==> src/rtl/rp2serial_pkg.sv <==
// Shared state encoding and sizing helpers for the region-proposal serial transmitter.
package rp2serial_pkg;

  localparam int unsigned MaxNumObj = 8;
  localparam int unsigned XWidth    = 9;
  localparam int unsigned YWidth    = 9;
  localparam int unsigned GapCycles = 1;

  typedef enum logic [2:0] {
    StCollect,
    StReq,
    StShift,
    StGap,
    StEnd
  } tx_state_e;

  // Width able to hold 0..n inclusive.
  function automatic int unsigned cnt_width(input int unsigned n);
    return (n < 1) ? 1 : $clog2(n + 1);
  endfunction

  // Width able to address n entries.
  function automatic int unsigned ptr_width(input int unsigned n);
    return (n <= 1) ? 1 : $clog2(n);
  endfunction

  localparam int unsigned CntWidth = cnt_width(MaxNumObj);
  localparam int unsigned PtrWidth = ptr_width(MaxNumObj);

endpackage

==> src/rtl/rp_list_buffer.sv <==
// Per-frame proposal list: one write port, one combinational indexed read port, sync clear.
module rp_list_buffer
  import rp2serial_pkg::*;
#(
  parameter int unsigned Depth     = MaxNumObj,
  parameter int unsigned Width     = XWidth + YWidth,
  parameter int unsigned AddrWidth = ptr_width(Depth)
) (
  input  logic                 clk_i,
  input  logic                 rst_ni,
  input  logic                 clr_i,
  input  logic                 we_i,
  input  logic [AddrWidth-1:0] waddr_i,
  input  logic [Width-1:0]     wdata_i,
  input  logic [AddrWidth-1:0] raddr_i,
  output logic [Width-1:0]     rdata_o
);

  logic [Width-1:0] mem_q [Depth];

  always_ff @(posedge clk_i or negedge rst_ni) begin
    if (!rst_ni) begin
      for (int i = 0; i < int'(Depth); i++) mem_q[i] <= '0;
    end else if (clr_i) begin
      for (int i = 0; i < int'(Depth); i++) mem_q[i] <= '0;
    end else if (we_i) begin
      mem_q[waddr_i] <= wdata_i;
    end
  end

  assign rdata_o = mem_q[raddr_i];

endmodule

==> src/rtl/rp2serial_tx.sv <==
// Collects a frame of (x,y) region proposals, then bursts them LSB-first on two 1-bit lanes.
module rp2serial_tx
  import rp2serial_pkg::*;
#(
  parameter int unsigned MAX_NUM_OBJ = MaxNumObj,
  parameter int unsigned X_WIDTH     = XWidth,
  parameter int unsigned Y_WIDTH     = YWidth,  // must equal X_WIDTH
  parameter int unsigned GAP_CYCLES  = GapCycles
) (
  input  logic               clk,
  input  logic               reset,
  input  logic [X_WIDTH-1:0] rp_x,
  input  logic [Y_WIDTH-1:0] rp_y,
  input  logic               rp_we,
  input  logic               rp_frame_done,
  output logic               rp_ready,
  output logic               rp_overflow,
  input  logic               cnn_rd_region,
  output logic               cnn_region_done,
  output logic               cnn_region_valid,
  output logic               cnn_region_x_bit,
  output logic               cnn_region_y_bit,
  output logic               cnn_burst_en,
  output logic               tx_abort
);

  localparam int unsigned CntW   = cnt_width(MAX_NUM_OBJ);
  localparam int unsigned PtrW   = ptr_width(MAX_NUM_OBJ);
  localparam int unsigned EntryW = X_WIDTH + Y_WIDTH;
  localparam int unsigned BitW   = cnt_width(X_WIDTH);
  localparam int unsigned GapW   = cnt_width(GAP_CYCLES);

  tx_state_e          state_q, state_d;
  logic [CntW-1:0]    count_q, count_d, cnt_after;
  logic [CntW-1:0]    rd_ptr_q, rd_ptr_d, next_ptr;
  logic [BitW-1:0]    bit_cnt_q, bit_cnt_d;
  logic [GapW-1:0]    gap_cnt_q, gap_cnt_d;
  logic [X_WIDTH-1:0] x_sh_q, x_sh_d, load_x;
  logic [Y_WIDTH-1:0] y_sh_q, y_sh_d, load_y;
  logic               overflow_q, overflow_d;
  logic               ready_q, ready_d, done_q, done_d, valid_q, valid_d;
  logic               xbit_q, xbit_d, ybit_q, ybit_d, burst_q, burst_d, abort_q, abort_d;
  logic               buf_we, buf_clr;
  logic [PtrW-1:0]    buf_raddr;
  logic [EntryW-1:0]  buf_rdata;

  rp_list_buffer #(
    .Depth     (MAX_NUM_OBJ),
    .Width     (EntryW),
    .AddrWidth (PtrW)
  ) u_list (
    .clk_i   (clk),
    .rst_ni  (reset),
    .clr_i   (buf_clr),
    .we_i    (buf_we),
    .waddr_i (count_q[PtrW-1:0]),
    .wdata_i ({rp_x, rp_y}),
    .raddr_i (buf_raddr),
    .rdata_o (buf_rdata)
  );

  assign next_ptr  = rd_ptr_q + CntW'(1);
  // REQ always loads entry 0; GAP loads the entry after the one just sent.
  assign buf_raddr = (state_q == StReq) ? '0 : next_ptr[PtrW-1:0];
  assign load_x    = buf_rdata[EntryW-1:Y_WIDTH];
  assign load_y    = buf_rdata[Y_WIDTH-1:0];

  always_comb begin
    state_d    = state_q;
    count_d    = count_q;
    cnt_after  = count_q;
    rd_ptr_d   = rd_ptr_q;
    bit_cnt_d  = bit_cnt_q;
    gap_cnt_d  = gap_cnt_q;
    x_sh_d     = x_sh_q;
    y_sh_d     = y_sh_q;
    overflow_d = overflow_q;
    xbit_d     = 1'b0;
    ybit_d     = 1'b0;
    abort_d    = 1'b0;
    buf_we     = 1'b0;
    buf_clr    = 1'b0;

    case (state_q)
      StCollect: begin
        if (rp_we) begin
          if (count_q < CntW'(MAX_NUM_OBJ)) begin
            buf_we    = 1'b1;
            cnt_after = count_q + CntW'(1);
          end else begin
            overflow_d = 1'b1;
          end
        end
        count_d = cnt_after;
        // A same-cycle write is counted before the frame closes.
        if (rp_frame_done) begin
          if (cnt_after != '0) state_d = StReq;
          else overflow_d = 1'b0;
        end
      end
      StReq: begin
        if (cnn_rd_region) begin
          state_d   = StShift;
          rd_ptr_d  = '0;
          bit_cnt_d = '0;
          x_sh_d    = load_x;
          y_sh_d    = load_y;
          xbit_d    = load_x[0];
          ybit_d    = load_y[0];
        end
      end
      StShift: begin
        if (!cnn_rd_region) begin
          abort_d = 1'b1;
        end else if (bit_cnt_q == BitW'(X_WIDTH - 1)) begin
          state_d   = StGap;
          gap_cnt_d = '0;
        end else begin
          bit_cnt_d = bit_cnt_q + BitW'(1);
          x_sh_d    = x_sh_q >> 1;
          y_sh_d    = y_sh_q >> 1;
          xbit_d    = x_sh_q[1];
          ybit_d    = y_sh_q[1];
        end
      end
      StGap: begin
        if (!cnn_rd_region) begin
          abort_d = 1'b1;
        end else if (gap_cnt_q == GapW'(GAP_CYCLES - 1)) begin
          if (next_ptr < count_q) begin
            state_d   = StShift;
            rd_ptr_d  = next_ptr;
            bit_cnt_d = '0;
            x_sh_d    = load_x;
            y_sh_d    = load_y;
            xbit_d    = load_x[0];
            ybit_d    = load_y[0];
          end else begin
            state_d = StEnd;
          end
        end else begin
          gap_cnt_d = gap_cnt_q + GapW'(1);
        end
      end
      StEnd: begin
        state_d    = StCollect;
        buf_clr    = 1'b1;
        count_d    = '0;
        rd_ptr_d   = '0;
        overflow_d = 1'b0;
      end
      default: state_d = StCollect;
    endcase

    if (abort_d) begin
      state_d    = StCollect;
      buf_clr    = 1'b1;
      count_d    = '0;
      rd_ptr_d   = '0;
      overflow_d = 1'b0;
    end

    // Outputs are registered copies decoded from the next state.
    ready_d = (state_d == StCollect);
    done_d  = (state_d != StCollect);
    valid_d = (state_d == StShift);
    burst_d = (state_d == StShift) || (state_d == StGap);
  end

  always_ff @(posedge clk or negedge reset) begin
    if (!reset) begin
      state_q    <= StCollect;
      count_q    <= '0;
      rd_ptr_q   <= '0;
      bit_cnt_q  <= '0;
      gap_cnt_q  <= '0;
      x_sh_q     <= '0;
      y_sh_q     <= '0;
      overflow_q <= 1'b0;
      ready_q    <= 1'b1;
      done_q     <= 1'b0;
      valid_q    <= 1'b0;
      xbit_q     <= 1'b0;
      ybit_q     <= 1'b0;
      burst_q    <= 1'b0;
      abort_q    <= 1'b0;
    end else begin
      state_q    <= state_d;
      count_q    <= count_d;
      rd_ptr_q   <= rd_ptr_d;
      bit_cnt_q  <= bit_cnt_d;
      gap_cnt_q  <= gap_cnt_d;
      x_sh_q     <= x_sh_d;
      y_sh_q     <= y_sh_d;
      overflow_q <= overflow_d;
      ready_q    <= ready_d;
      done_q     <= done_d;
      valid_q    <= valid_d;
      xbit_q     <= xbit_d;
      ybit_q     <= ybit_d;
      burst_q    <= burst_d;
      abort_q    <= abort_d;
    end
  end

  assign rp_ready         = ready_q;
  assign rp_overflow      = overflow_q;
  assign cnn_region_done  = done_q;
  assign cnn_region_valid = valid_q;
  assign cnn_region_x_bit = xbit_q;
  assign cnn_region_y_bit = ybit_q;
  assign cnn_burst_en     = burst_q;
  assign tx_abort         = abort_q;

endmodule
==> config.mk <==
export PLATFORM = sky130hd
export DESIGN_NAME = rp2serial_tx
export DESIGN_NICKNAME = d
export VERILOG_FILES = /design/src/rtl/rp2serial_pkg.sv /design/src/rtl/rp_list_buffer.sv /design/src/rtl/rp2serial_tx.sv
export SDC_FILE = /design/constraint.sdc
export NUM_CORES = 1
export LEC_CHECK = 0
export ABC_CLOCK_PERIOD_IN_PS = 5600
export CAP_MARGIN = 20
export CORE_ASPECT_RATIO = 0.7
export CORE_MARGIN = 2
export CORE_UTILIZATION = 42
export CTS_BUF_LIST = sky130_fd_sc_hd__clkbuf_2 sky130_fd_sc_hd__clkbuf_4 sky130_fd_sc_hd__clkbuf_8
export DETAILED_ROUTE_END_ITERATION = 12
export GPL_ROUTABILITY_DRIVEN = 0
export SLEW_MARGIN = 0
export SYNTH_ARGS = -nofsm -noshare
export SYNTH_HDL_FRONTEND = slang
export SYNTH_SLANG_ARGS = --single-unit
==> constraint.sdc <==
create_clock -name clk -period 5.6 [get_ports clk]
set_clock_uncertainty 0.05 [all_clocks]
set_input_delay 0.56 -clock clk [delete_from_list [all_inputs] [get_ports clk]]
set_output_delay 0.56 -clock clk [all_outputs]
set_load 0.02 [all_outputs]
After elaboration in Yosys (flattened, before gate mapping)
Index checks and enable logic that the tools add are counted.
{"block": "classes", "order_cmp": 5, "n_reduce_logical": 15, "mux": 82, "bitwise": 2, "n_eq_ne": 18, "n_addsub": 4}
{"op": "$mux 144", "count": 2}
{"op": "$bwmux 144", "count": 1}
{"op": "$mux 9", "count": 12}
{"op": "$mux 4", "count": 14}
{"op": "$bmux 18 s3", "count": 1}
{"op": "$demux 18 s3", "count": 1}
{"op": "$mux 18", "count": 3}
{"op": "$pmux 9 s3", "count": 2}
{"op": "$mux 3", "count": 10}
{"op": "$mux 1", "count": 28}
{"op": "$pmux 4 s3", "count": 2}
{"op": "$ne 2x2->1 const B", "count": 7}
{"op": "$add 4x1->4 const B", "count": 3}
{"op": "$eq 3x2->1 const B", "count": 4}
{"op": "$ne 3x3->1 const B", "count": 4}
{"op": "$pmux 3 s4", "count": 1}
{"op": "$reduce_bool 3->1", "count": 3}
{"op": "$ge 4x4->1 const B", "count": 2}
{"op": "$not 3->4", "count": 2}
{"op": "$pmux 4 s2", "count": 1}
{"op": "$reduce_bool 4->1", "count": 2}
{"op": "$reduce_and 7->1", "count": 1}
{"op": "$logic_not 3->1", "count": 2}
{"op": "$pmux 1 s3", "count": 2}
{"op": "14 further kinds", "count": 16}
{"block": "totals", "regBits": 186}

Longest topological paths before layout
{"block": "logic_depth", "ltp_word": 11, "mapped_depth": 15}

By module
From an unflattened synthesis, not the netlist that was laid out.
{"block": "hier_totals", "hier_cells": 907, "hier_area_um2": 9230.1}
{"module": "rp_list_buffer", "area_each_um2": 7171.9, "cells_per_inst": 721, "n_inst": 1, "seq_area_each_um2": 3603.5}
{"module": "rp2serial_tx", "area_each_um2": 2058.2, "cells_per_inst": 186, "n_inst": 1, "seq_area_each_um2": 977.2}

Worst setup path before layout
OpenSTA, ideal clock, no wires.
{"block": "synth_path", "path_type": "register -> register", "from": "reg rd_ptr_q[0]", "to": "reg x_sh_q[4]", "required_time_ps": 5473, "stages_incl_launch_ff": 14, "setup_ps": 77, "setup_slack_ps": 2502, "period_less_slack_ps": 3098, "path_buffers": 5, "arrival_ps": 2970, "path_cell_list": "dfrtp_1 > buf_4 > buf_2 > buf_2 > buf_2 > nand3_1 > xnor2_1 > ha_1 > and3_1 > o211a_1 > or2_0 > buf_2 > or4_1 > a21oi_1"}
{"block": "synth_via", "elab_chain_cells": 10, "elab_cells_between_ends": 14, "cone_classes": "add/sub (1); order compare (1); eq/ne (1); mux (9); bitwise (1); reduce/logical (1)"}
{"item": "start: declaration", "line": "rp2serial_tx.sv:35", "text": "logic [CntW-1:0] rd_ptr_q, rd_ptr_d, next_ptr;"}
{"item": "start signal: assignment", "line": "rp2serial_tx.sv:190", "text": "rd_ptr_q <= rd_ptr_d;"}
{"item": "$add 4x1->4 *", "line": "rp2serial_tx.sv:62", "text": "assign next_ptr = rd_ptr_q + CntW'(1);"}
{"item": "$mux 3", "line": "rp2serial_tx.sv:64", "text": "assign buf_raddr = (state_q == StReq) ? '0 : next_ptr[PtrW-1:0];"}
{"item": "$not 3->4 (implied by the code)", "line": "rp_list_buffer.sv:31", "text": "assign rdata_o = mem_q[raddr_i];"}
{"item": "$bmux 18 s3", "line": "rp_list_buffer.sv:31"}
{"item": "$mux 18 (implied by the code) (2 in a row)", "line": "rp_list_buffer.sv:31"}
{"item": "$mux 9", "line": "rp2serial_tx.sv:130", "text": "if (next_ptr < count_q) begin"}
{"item": "$mux 9", "line": "rp2serial_tx.sv:129", "text": "end else if (gap_cnt_q == GapW'(GAP_CYCLES - 1)) begin"}
{"item": "$mux 9", "line": "rp2serial_tx.sv:127", "text": "if (!cnn_rd_region) begin"}
{"item": "$pmux 9 s3", "line": "rp2serial_tx.sv:84", "text": "case (state_q)"}
{"item": "end signal: assignment", "line": "rp2serial_tx.sv:193", "text": "x_sh_q <= x_sh_d;"}
{"item": "end: declaration", "line": "rp2serial_tx.sv:38", "text": "logic [X_WIDTH-1:0] x_sh_q, x_sh_d, load_x;"}
Every way passes the cells marked *; elsewhere a longest branch is shown, timed or not. The select of a mux whose other input is x is not followed.
A chain may end at the register's enable or synchronous reset.

Worst setup path after layout
{"block": "layout_path", "from": "reg rd_ptr_q[0]", "to": "reg bit_cnt_q[0]"}
{"block": "layout_via", "elab_chain_cells": 4}
{"item": "$add 4x1->4", "line": "rp2serial_tx.sv:62"}
{"item": "$lt 4x4->1", "line": "rp2serial_tx.sv:130"}
{"item": "$ne 2x2->1 (no line)"}
{"item": "$reduce_and 7->1 (no line)"}
{"item": "end signal: assignment", "line": "rp2serial_tx.sv:191", "text": "bit_cnt_q <= bit_cnt_d;"}
{"item": "end: declaration", "line": "rp2serial_tx.sv:36", "text": "logic [BitW-1:0] bit_cnt_q, bit_cnt_d;"}
Every way passes these cells.

==> summary.txt <==
=====================================================================================
Run status                                                               complete, no violations
Clk pin slew, worst setup/hold paths                                          0.10 ns
Avg Vias per Cell                                                                6.48
Class of the most critical hold timing path                                  in2async
Total Die Area                                                              22300 um2
Top library cells by usage in the layout, fill and taps aside            181 x sky130_fd_sc_hd__dfrtp_1, 140 x sky130_fd_sc_hd__a22o_1, 50 x sky130_fd_sc_hd__nand2_1
Number of port buffers                                                             30
# DRC                                                                               0
CTS sink cnt                                                                      183
R2r startpoint                                                           rd_ptr_q[0]$_DFFE_PN0P_
Number of filler instances in the final layout                                   1904
Arrival time of data at the critical path endpoint                            4.02 ns
Type of the setup path with the least slack                                   reg2reg
Data required time at the worst endpoint                                      5.90 ns
Clk Tree Root Cell                                                       sky130_fd_sc_hd__clkbuf_8
Antenna violations before repair                                                    0
Initial core utilization                                                        0.427
Number of failing hold endpoints at the final stage                                 0
Fraction of power consumed by sequential logic                                  0.393
Number of diodes                                                                    0
Max-cap violations                                                                  0
Smallest hold slack                                                         0.0335 ns
Worst r2r dst                                                            bit_cnt_q[0]$_DFFE_PN0P_
Post-synthesis average cell area                                             11.0 um2
Largest fanout of any net on the critical path                                     29
Pre-CTS setup slack                                                           2.03 ns
Detailed-route wire length per cell                                           24.9 um
Dominant register cell in the synthesized netlist                        sky130_fd_sc_hd__dfrtp_1
Peak clock frequency supported by timing                                    0.269 GHz
Synthesized instance count                                                        803
Placement Cell Area                                                          9210 um2
DRT Wirelength                                                               26700 um
Sequential cell area fraction in the yosys report                               0.518
Detailed-router iteration count before antenna repair                               5
Largest net degree at the start of global routing                                  76
Layout Area Growth over Synthesis                                               9.28%
Final Setup Violations                                                              0
Number of hold buffers added after CTS                                              0
CTS-repair resized insts                                                            0
Depth of the CTS H-tree                                                             4
RSZ-0062 raised after global routing                                            false
Setup slack, reg-to-reg                                                       1.89 ns
Post-layout nets                                                                  814
Total vias in the final route                                                    6942
Latest clock arrival within the worst-skew pair                               0.48 ns
Final global-route overflow total                                                   0
Count of routing violations after the opening detailed-route iteration            812
Clock Path Buffers                                                                  2
Post-route fraction of the period consumed by the critical path                 0.663
Overall routing resource usage                                                  0.246
Std-Cell Core Area                                                          20700 um2
Top cells by area, synth                                                 sky130_fd_sc_hd__dfrtp_1 51%, sky130_fd_sc_hd__a22o_1 14%, sky130_fd_sc_hd__mux2_2 2.5%, sky130_fd_sc_hd__o21ai_0 2.4%, sky130_fd_sc_hd__nand2_1 2.1%
Kind of end point of the critical path                                           flop
Fraction of final layout cells sized beyond drive strength 1                    0.118
Net count of the mapped netlist                                                   833
Number of flops mapped to enable cells by yosys                                     0
First-pass GRT wire length                                                   41500 um
Worst-Margin Slew                                                             1.15 ns
Overall die height                                                             125 um
Largest area contributor in the synthesized netlist                      sky130_fd_sc_hd__dfrtp_1
Antenna Violating Nets Remaining                                                    0
Most frequent standard cell in the layout excluding fill and tap cells   sky130_fd_sc_hd__dfrtp_1
Finished Cell Area                                                           9670 um2
CTS tree                                                                         done
Post-route core utilization                                                     0.467
Post-route non-filler standard cell count                                        1071
Tightest slew margin relative to the limit                                      0.235
Cell row count                                                                     44
Total I/O pin count                                                                31
Internal power summed over all cells                                          3.22 mW
Post-synth ARST share                                                            1.00
Min setup slack post-route                                                    1.89 ns
Fraction of power consumed by combinational cells                               0.419
Switching share of total power                                                  0.410
Worst VDD drop                                                               0.196 mV
Pwr Density                                                                564 nW/um2
Number of slew-limit violations in the final report                                 0
Die width                                                                      177 um
Instance count after placement with tap cells included                           1039
Net load switching power                                                      2.23 mW
Netlist area before placement                                                8850 um2
DP HPWL                                                                      17100 um
Leak Pwr                                                                      4.32 nW
Clock power share                                                               0.188
Area share of the largest cell type after synthesis                             0.515
Post-CTS Setup Inserts                                                              0
Via count of the first global-routing pass                                       7057
Overall power after layout                                                    5.45 mW
CTS Buf Count                                                                      17
Tmin final                                                                    3.71 ns
Cells on worst reg2reg path                                                        11
Startpoint class of the critical path                                            flop
Setup TNS                                                                        0 ns
Yosys Warn Count                                                                    0
Register bit total from synthesis                                                 183
Count of cell types in the netlist                                                 65
=====================================================================================
-- kinds of logic after synthesis --
family,count (synthesis),synth area share
AO/OA/AOI/OAI,305,0.274
flip-flops,183,0.518
AND/OR/NAND/NOR,176,0.106
buffers and inverters,97,0.0501
multiplexers,31,0.0379
adder cells (fa/ha/maj),7,0.00990
XOR/XNOR,4,0.00481
-- metal layers --
layer / vias to the layer above / wire [um] / track usage
met5: - / 0 / 0
met4: 0 / 723 / 0.0911
met3: 49 / 1890 / 0.0596
met2: 315 / 12100 / 0.365
met1: 3588 / 12000 / 0.348
li1: 2990 / - / -
-- flip-flops by register name, summed over array words and instances (netlist names) --
signal and flops:
cnn_burst_en 1, tx_abort 1, cnn_region_valid 1, rp_overflow 1
count_q 4, y_sh_q 8, cnn_region_y_bit 1, u_list.mem_q 144
cnn_region_done 1, cnn_region_x_bit 1, rp_ready 1, x_sh_q 8
state_q 3, bit_cnt_q 4, rd_ptr_q 4
-- power groups by stage --
| stage | registers, mW | logic (mW) | clock network [mW] |
|---|---|---|---|
| finish | 2.14 | 2.29 | 1.02 |
| global route | 2.20 | 2.46 | 1.08 |
| CTS | 2.13 | 2.26 | 1.03 |
| detailed placement | 2.15 | 2.25 | 0 |
| global placement | 2.14 | 2.19 | 0 |
| floorplan | 2.04 | 1.63 | 0 |
-- Yosys cell counts, types with 14 or more instances --
library cell and instances:
sky130_fd_sc_hd__buf_2 24, sky130_fd_sc_hd__dfrtp_1 182, sky130_fd_sc_hd__a32o_1 16, sky130_fd_sc_hd__a21oi_1 30
sky130_fd_sc_hd__mux2_2 20, sky130_fd_sc_hd__nand3_1 14, sky130_fd_sc_hd__nand2_1 50, sky130_fd_sc_hd__a22o_1 140
sky130_fd_sc_hd__nor2_1 29, sky130_fd_sc_hd__clkbuf_1 34, sky130_fd_sc_hd__o21ai_0 43, sky130_fd_sc_hd__and3_1 29
-- how the worst max path moves through the flow --
| stage | startpoint | to | slack (ns) |
|---|---|---|---|
| final | rd_ptr_q[0]$_DFFE_PN0P_ | bit_cnt_q[0]$_DFFE_PN0P_ | 1.89 |
| after global placement | rd_ptr_q[0]$_DFFE_PN0P_ | bit_cnt_q[0]$_DFFE_PN0P_ | 2.15 |
| after CTS | rd_ptr_q[0]$_DFFE_PN0P_ | bit_cnt_q[0]$_DFFE_PN0P_ | 1.97 |
| after floorplan | rd_ptr_q[0]$_DFFE_PN0P_ | x_sh_q[4]$_DFFE_PN0P_ | 2.50 |
| after detailed placement | rd_ptr_q[0]$_DFFE_PN0P_ | bit_cnt_q[0]$_DFFE_PN0P_ | 2.03 |
| after global routing | rd_ptr_q[0]$_DFFE_PN0P_ | bit_cnt_q[0]$_DFFE_PN0P_ | 1.72 |
-- area by class of cell --
class	instances	area, um2	share of cell area
Inverter	15	56.3	0.00582
Timing Repair Buffer	44	407	0.0421
Sequential cell	183	4580	0.474
Clock buffer	22	303	0.0313
Multi-Input combinational cell	523	3830	0.396
Tap cell	276	345	0.0357
Clock inverter	8	144	0.0149
-- worst max-delay path: stages, from the launching register on --
cell and delay (ns):
sky130_fd_sc_hd__dfrtp_2 0.44, sky130_fd_sc_hd__ha_1 0.25, sky130_fd_sc_hd__xnor2_2 0.43, sky130_fd_sc_hd__inv_2 0.37, sky130_fd_sc_hd__ha_1 0.31, sky130_fd_sc_hd__a21oi_1 0.26
sky130_fd_sc_hd__o211ai_1 0.11, sky130_fd_sc_hd__or2_0 0.20, sky130_fd_sc_hd__buf_4 0.23, sky130_fd_sc_hd__inv_1 0.12, sky130_fd_sc_hd__nand2b_1 0.37, sky130_fd_sc_hd__mux2_2 0.43
Note: power is estimated with default switching activity, not from simulation.
